===== src/rtl/mem_bus_ctrl.sv =====
// Bus interface unit: turns a one-cycle CPU request into an EN/RW/MFC memory cycle
// with a synchronised MFC, setup delay, timeout and a one-cycle acknowledge.
module mem_bus_ctrl #(
    parameter int unsigned AW        = 16,
    parameter int unsigned DW        = 16,
    parameter int unsigned SETUP_CYC = 1,
    parameter int unsigned TIMEOUT   = 255
) (
    input  logic          clk,
    input  logic          rst_n,
    input  logic          cpu_req,
    input  logic          cpu_we,
    input  logic [AW-1:0] cpu_addr,
    input  logic [DW-1:0] cpu_wdata,
    output logic [DW-1:0] cpu_rdata,
    output logic          cpu_ack,
    output logic          cpu_err,
    output logic          busy,
    output logic          EN,
    output logic          RW,
    output logic [AW-1:0] mem_addr,
    output logic [DW-1:0] mem_wdata,
    input  logic [DW-1:0] mem_rdata,
    input  logic          MFC
);

    localparam logic [2:0] S_IDLE    = 3'd0;
    localparam logic [2:0] S_SETUP   = 3'd1;
    localparam logic [2:0] S_STROBE  = 3'd2;
    localparam logic [2:0] S_RELEASE = 3'd3;
    localparam logic [2:0] S_DONE    = 3'd4;

    localparam logic [3:0] SETUP_LIM = 4'(SETUP_CYC);
    localparam logic [7:0] TO_LIM    = 8'(TIMEOUT);

    logic [2:0]    r_state;
    logic [2:0]    w_state_next;
    logic          r_mfc_meta;
    logic          r_mfc_s;
    logic [3:0]    r_setup_cnt;
    logic [7:0]    r_wait_cnt;
    logic [3:0]    w_setup_inc;
    logic [7:0]    w_wait_inc;
    logic          w_timeout;
    logic          r_err;
    logic          r_busy;
    logic          r_en;
    logic          r_rw;
    logic [AW-1:0] r_addr;
    logic [DW-1:0] r_wdata;
    logic [DW-1:0] r_rdata;

    // Counters saturate; w_*_inc counts the current cycle as already spent.
    assign w_setup_inc = (r_setup_cnt == 4'hF) ? r_setup_cnt : r_setup_cnt + 4'd1;
    assign w_wait_inc  = (r_wait_cnt == 8'hFF) ? r_wait_cnt : r_wait_cnt + 8'd1;
    assign w_timeout   = (TIMEOUT != 0) && (w_wait_inc >= TO_LIM);

    always_comb begin
        w_state_next = r_state;
        case (r_state)
            S_IDLE:    if (cpu_req) w_state_next = S_SETUP;
            S_SETUP:   if ((w_setup_inc >= SETUP_LIM) && !r_mfc_s) w_state_next = S_STROBE;
            S_STROBE:  if (r_mfc_s || w_timeout) w_state_next = S_RELEASE;
            S_RELEASE: if (!r_mfc_s || w_timeout) w_state_next = S_DONE;
            S_DONE:    w_state_next = S_IDLE;
            default:   w_state_next = S_IDLE;
        endcase
    end

    always_ff @(posedge clk) begin
        if (!rst_n) begin
            r_state     <= S_IDLE;
            r_mfc_meta  <= 1'b0;
            r_mfc_s     <= 1'b0;
            r_setup_cnt <= 4'd0;
            r_wait_cnt  <= 8'd0;
            r_err       <= 1'b0;
            r_busy      <= 1'b0;
            r_en        <= 1'b0;
            r_rw        <= 1'b1;
            r_addr      <= '0;
            r_wdata     <= '0;
            r_rdata     <= '0;
        end else begin
            r_mfc_meta <= MFC;
            r_mfc_s    <= r_mfc_meta;
            r_state    <= w_state_next;
            if (w_state_next != r_state) begin
                r_setup_cnt <= 4'd0;
                r_wait_cnt  <= 8'd0;
            end else begin
                r_setup_cnt <= w_setup_inc;
                r_wait_cnt  <= w_wait_inc;
            end
            case (r_state)
                S_IDLE: begin
                    if (cpu_req) begin
                        r_addr  <= cpu_addr;
                        r_wdata <= cpu_wdata;
                        r_rw    <= ~cpu_we;
                        r_busy  <= 1'b1;
                    end
                end
                S_SETUP: begin
                    if (w_state_next == S_STROBE) r_en <= 1'b1;
                end
                S_STROBE: begin
                    // MFC takes priority over a timeout landing on the same cycle.
                    if (r_mfc_s) begin
                        if (r_rw) r_rdata <= mem_rdata;
                        r_en <= 1'b0;
                    end else if (w_timeout) begin
                        r_err <= 1'b1;
                        r_en  <= 1'b0;
                    end
                end
                S_RELEASE: begin
                    if (r_mfc_s && w_timeout) r_err <= 1'b1;
                end
                S_DONE: begin
                    r_busy <= 1'b0;
                    r_err  <= 1'b0;
                end
                default: ;
            endcase
        end
    end

    assign cpu_ack   = (r_state == S_DONE);
    assign cpu_err   = cpu_ack & r_err;
    assign cpu_rdata = r_rdata;
    assign busy      = r_busy;
    assign EN        = r_en;
    assign RW        = r_rw;
    assign mem_addr  = r_addr;
    assign mem_wdata = r_wdata;

endmodule


===== config.mk =====
export PLATFORM = sky130hd
export DESIGN_NAME = mem_bus_ctrl
export DESIGN_NICKNAME = d
export VERILOG_FILES = /design/src/rtl/mem_bus_ctrl.sv
export SDC_FILE = /design/constraint.sdc
export NUM_CORES = 1
export LEC_CHECK = 0
export ABC_AREA = 1
export CORE_AREA = 2 2 74 76
export CTS_CLUSTER_DIAMETER = 120
export DETAILED_ROUTE_END_ITERATION = 7
export DIE_AREA = 0 0 76 78
export DONT_BUFFER_PORTS = 1
export PLACE_DENSITY = 0.72
export SLEW_MARGIN = 20
export SYNTH_ARGS = -nofsm -noshare
export SYNTH_HDL_FRONTEND = slang
export SYNTH_SLANG_ARGS = --single-unit

===== constraint.sdc =====
create_clock -name clk -period 1.9 [get_ports clk]
set_input_delay 0.285 -clock clk [delete_from_list [all_inputs] [get_ports clk]]
set_output_delay 0.285 -clock clk [all_outputs]
set_load 0.1 [all_outputs]

After elaboration in Yosys (flattened, before gate mapping)
Index checks and enable logic that the tools add are counted.
{"block": "classes", "n_addsub": 2, "div": 0, "n_lt_le_gt_ge": 2, "bitwise_logic": 3, "mux": 17, "n_eq_ne": 14, "multipliers": 0, "reduce_logical": 15, "n_shift": 0}
{"operator": "$mux W3", "n": 4}
{"operator": "$pmux W3 S4", "n": 1}
{"operator": "$ne A2 B2 Y1 const B", "n": 5}
{"operator": "$eq A3 B2 Y1 const B", "n": 3}
{"operator": "$add A8 B1 Y8 const B", "n": 1}
{"operator": "$eq A8 B8 Y1 const B", "n": 1}
{"operator": "$ge A8 B8 Y1 const B", "n": 1}
{"operator": "$mux W8", "n": 1}
{"operator": "$mux W1", "n": 7}
{"operator": "$reduce_and A3 Y1", "n": 2}
{"operator": "$add A4 B1 Y4 const B", "n": 1}
{"operator": "$eq A4 B4 Y1 const B", "n": 1}
{"operator": "$ge A4 B1 Y1 const B", "n": 1}
{"operator": "$mux W4", "n": 1}
{"operator": "$pmux W1 S2", "n": 2}
{"operator": "$reduce_and A2 Y1", "n": 2}
{"operator": "$reduce_and A4 Y1", "n": 1}
{"operator": "$reduce_bool A2 Y1", "n": 2}
{"operator": "$eq A3 B1 Y1 const B", "n": 1}
{"operator": "$eq A3 B3 Y1 const B", "n": 1}
{"operator": "$logic_not A3 Y1", "n": 1}
{"operator": "$ne A3 B3 Y1", "n": 1}
{"operator": "$ne A3 B3 Y1 const B", "n": 1}
{"operator": "$pmux W1 S3", "n": 1}
{"operator": "other kinds (7)", "n": 10}
{"block": "totals", "mem_count": 0, "romBits": 0, "mem_bits_rw": 0, "wordCells": 65, "register_bits": 69, "out_inout_bits": 53, "latchBits": 0, "input_bits": 53}

Longest topological paths before layout
{"block": "logic_depth", "ltp_word": 9, "depth_mapped": 16, "ltp_nobuf": 15}

Least setup slack after synthesis
Ideal clock, no wire load.
{"block": "synth_path", "path_type": "flip-flop to output port", "startpoint": "register r_state[1]", "endpoint": "output cpu_err", "stages_incl_launch_ff": 4, "t_arrival_ns": 1.767, "path_buffers": 0, "path_slack_ns": -0.152, "required_ns": 1.615, "path_cell_list": "dfxtp_1 nor2_1 nand2_1 nor2_1"}
{"block": "synth_via", "elab_chain_len": 2}
{"element": "start: declaration", "line": "36", "rtl": "logic [2:0] r_state;"}
{"element": "start signal: assignment", "line": "87", "rtl": "r_state <= w_state_next;"}
{"element": "$eq A3 B3 Y1", "line": "129", "rtl": "assign cpu_ack = (r_state == S_DONE);"}
{"element": "$and A1 B1 Y1", "line": "130", "rtl": "assign cpu_err = cpu_ack & r_err;"}
{"element": "end: declaration", "line": "17", "rtl": "output logic cpu_err,"}
No other way between the ends.

Final worst setup path
{"block": "layout_path", "startpoint": "register r_wait_cnt[1]", "endpoint": "register r_wait_cnt[3]"}
{"block": "layout_via", "elab_chain_len": 8, "elab_cells_between_ends": 11, "cone_classes": "add/sub (1); order compare (1); eq/ne (2); mux (4); reduce/logical (3)"}
{"element": "start: declaration", "line": "41", "rtl": "logic [7:0] r_wait_cnt;"}
{"element": "start signal: assignment", "line": "93", "rtl": "r_wait_cnt <= w_wait_inc;"}
{"element": "$add A8 B1 Y8 / $eq A8 B8 Y1 (equally long branches)", "line": "55", "rtl": "assign w_wait_inc = (r_wait_cnt == 8'hFF) ? r_wait_cnt : r_wait_cnt + 8'd1;"}
{"element": "$mux W8 *", "line": "55"}
{"element": "$ge A8 B8 Y1", "line": "56", "rtl": "assign w_timeout = (TIMEOUT != 0) && (w_wait_inc >= TO_LIM);"}
{"element": "$logic_or A1 B1 Y1, on equally long branches", "line": "64, 63"}
{"element": "$mux W3, on equally long branches", "line": "64, 63"}
{"element": "$pmux W3 S4", "line": "60", "rtl": "case (r_state)"}
{"element": "$ne A3 B3 Y1", "line": "88", "rtl": "if (w_state_next != r_state) begin"}
{"element": "$reduce_or A2 Y1 (no line)"}
Every way passes the cells marked *; elsewhere a longest branch is shown, timed or not.
A chain may end at the register's enable or synchronous reset.

==> results.md <==
- CTS root buf: clkbuf_8
- Crit path launch type: flop
- Layout cell share with drive strength beyond 1: 28.80%
- RSZ-0062 raised after global routing: true
- Area added between synthesis and finish: 29.51%
- Clock net sink count: 69
- Top_reg_cell synth: dfxtp_1
- TritonCTS clock tree: done
- Floorplan core area: 0.005042 sq mm
- Initial core utilization: 54.67%
- Maximum VDD drop: 0.7420 mV
- Largest family of logic cells by synthesized area: simple AND/OR/NAND/NOR gates
- Sequential fraction of the synthesis area: 50.11%
- Placed Area: 0.003237 sq mm
- Final period utilization: 98.04%
- Max-slew violation count: 0
- Chip width: 76 um
- Max Freq: 536.8 MHz
- Cell count after synthesis: 370
- Tightest Hold Check Type: in2reg
- Via count of the first global-routing pass: 2,389
- Die area: 0.005928 sq mm
- Fraction of synthesized cell area taken by the top area cell type: 50.11%
- Wire length of the first global-routing pass: 10,110 um
- Skew-Pair Late Insertion Delay: 0.33 ns
- Cell type contributing the most total cell area after synthesis: dfxtp_1
- Vias after detailed routing: 2,508
- Number of port buffers: 0
- YS warnings: 0
- Routed Antenna Nets: 0
- Worst-case clock skew: 0.005694 ns
- Synth top area cells: dfxtp_1 50%, nor2_1 15%, o21ai_0 9.1%
- First DRT Iteration DRCs: 88
- Total GRT Usage: 21.14%
- Worst Path Class, Setup: reg2reg
- Ratio of routed vias to standard cells: 4.976
- Most repeated cell in the gate-level netlist after synthesis: nor2_1
- Data arrival time of the worst path: 2.13 ns
- Time the worst path needs with I/O delays and setup: 1.863 ns
- Pin count of the biggest net entering global routing: 53
- Clock-pin slew on the worst setup and hold paths: 0.07 ns
- Gpl congestion: 0.8496
- Number of cells on the worst reg-to-reg path: 15
- Storage cell area: 0.001393 sq mm
- FFs w/ async S/R, synth: 0%
- Number of clock buffers inserted by TritonCTS: 9
- Number of placement rows: 26
- Simple-Gate Fraction of Synth Area: 29.64%
- Number of nets in the synthesized netlist: 426
- Run status: finished, final reports clean
- DPL Wire Length: 4394 um
- Synthesized area: 0.002756 sq mm
- Vertical die dimension: 78 um
- Post-route standard cell area excluding fillers: 0.003570 sq mm
- Mean instance size in the synthesized netlist: 7.450 sq um
- EDFF count, synth: 0
- DRT Wirelength: 6324 um
- Final setup violating endpoints: 0
- I/O pin count: 106
- Distinct cells, synth: 24
- Portion of netlist area occupied by mux cells: 0%
- Largest fanout of any net on the critical path: 7
- Top cell types by occurrence after synthesis: 111 x nor2_1, 69 x dfxtp_1, 50 x o21ai_0
- Parity-gate share of the synthesized area counting xor and xnor cells: 1.271%
- Setup TNS after final layout: 0 ns
- Power density normalized to cell area: 1199 mW/mm^2
- Required time of the worst setup path: 2.17 ns
- Initial antenna violation count: 0
- Router iterations before antenna repair: 4
- Max-cap violations: 0
- Total congestion overflow: 0
- Kind of capture point of the worst setup path: flop
- Adder and majority gate portion of the synthesized area: 1.362%
- Number of antenna repair diodes: 0
- Filler cell count in the final layout: 423
- Avg WL per Cell: 12.55 um
- # DRC: 0
- Nets: 485
- Sum of internal, switching and leakage power: 0.004281 W
- Seq cells post-synth: 69
- Transition at the pin with the smallest max-transition slack: 0.4469 ns
- Slew headroom: 69.98%
- Standby leakage power: 1.556 nW
- Maximum root-to-sink buffer count: 2
- Footprint of the multi-input gates: 0.001323 sq mm
- Hold Crit Depth: 2
- Complex-gate fraction of the synthesized area: 11.17%
- H-tree depth: 3
- Number of hold violations in the final report: 0
==> worst max-delay path: stages (launching register included) <==
cell and delay, ns:
dfxtp_2 0.36, ha_4 0.15, nand2_4 0.06, nor2_4 0.16
nand2_4 0.10, nand2_2 0.08, nand2_2 0.05, nand2_1 0.06
nor2_1 0.05, nand2_2 0.09, nand2_2 0.06, nand2_2 0.08
nand2_2 0.06, nor2_4 0.21, nand2_4 0.13, nor2_2 0.11
==> placed cells by master (no fill, tap or decap), drive strengths merged, types with 6 or more instances in the layout <==
cell type | synthesis | final
nor2 | 124 | 124
dfxtp | 69 | 69
buf | 2 | 61
o21ai | 50 | 50
nand2 | 42 | 43
inv | 31 | 31
nand3 | 19 | 19
clkbuf | 12 | 12
a21oi | 6 | 6
==> per-stage QoR <==
step / instances / util (%) / hold WS [ns] / setup WS, ns
finish: 504 / 70.79 / 0.05147 / 0.03726
global route: 504 / 70.79 / 0.03857 / -0.1030
CTS: 502 / 68.36 / 0.03642 / 0.007691
detailed placement: 486 / 64.19 / 0.3885 / -0.03832
global placement: 486 / 64.19 / 0.3894 / 0.05738
floorplan: 370 / - / 0.3826 / 0.04432
==> report_power, final <==
group	internal, W	switching (W)
combinational	0.000318	0.00116
sequential	0.00159	0.0000610
clock	0.000639	0.000516
total	0.00254	0.00174
==> routing by layer <==
metal  wire length (um)  track usage [%]  vias up  share of wire, %
li1                   -                -     1282                 -
met1               2543            22.55     1132                40
met2               3200            37.68       82                51
met3                463            7.558       12               7.3
met4                117            9.455        0               1.9
met5                  0                0        -                 0
==> final timing paths <==
path                       startpoint                       end  slack, ns
max          r_wait_cnt[1]$_SDFF_PP0_  r_wait_cnt[3]$_SDFF_PP0_       0.04
min reg2reg     r_mfc_meta$_SDFF_PN0_        r_mfc_s$_SDFF_PN0_       0.42
min                               MFC     r_mfc_meta$_SDFF_PN0_       0.05
max reg2reg  r_wait_cnt[1]$_SDFF_PP0_  r_wait_cnt[3]$_SDFF_PP0_       0.04
==> flip-flops by register name, indices dropped and copies added, names as in the netlist, 3 cells and up <==
| name | cells |
|---|---|
| cpu_rdata | 16 |
| mem_addr | 16 |
| mem_wdata | 16 |
| r_wait_cnt | 8 |
| r_setup_cnt | 4 |
| r_state | 3 |
==> repair_timing <==
item,in CTS,in global routing
endpoints found under the hold margin,0,0
gates cloned,0,1
pin swaps,0,12
gates resized for setup,4,30
hold buffers,0,0
endpoints found under the setup margin,12,12
setup buffers,0,1
==> cell families after synthesis <==
logic type,Yosys count
buffers and inverters,45
AND/OR/NAND/NOR,189
XOR/XNOR,4
AO/OA/AOI/OAI,60
adder cells (fa/ha/maj),3
flip-flops,69
==> area by class of cell <==
cell class / instances / share of cell area (%)
clock buffer: 12 / 4.066
clock inverter: 4 / 1.332
inverter: 31 / 3.260
multi-input combinational: 257 / 37.05
sequential: 69 / 39.01
tap: 70 / 2.454
timing repair buffer: 61 / 12.83
Power figures use the tool's default switching activity.
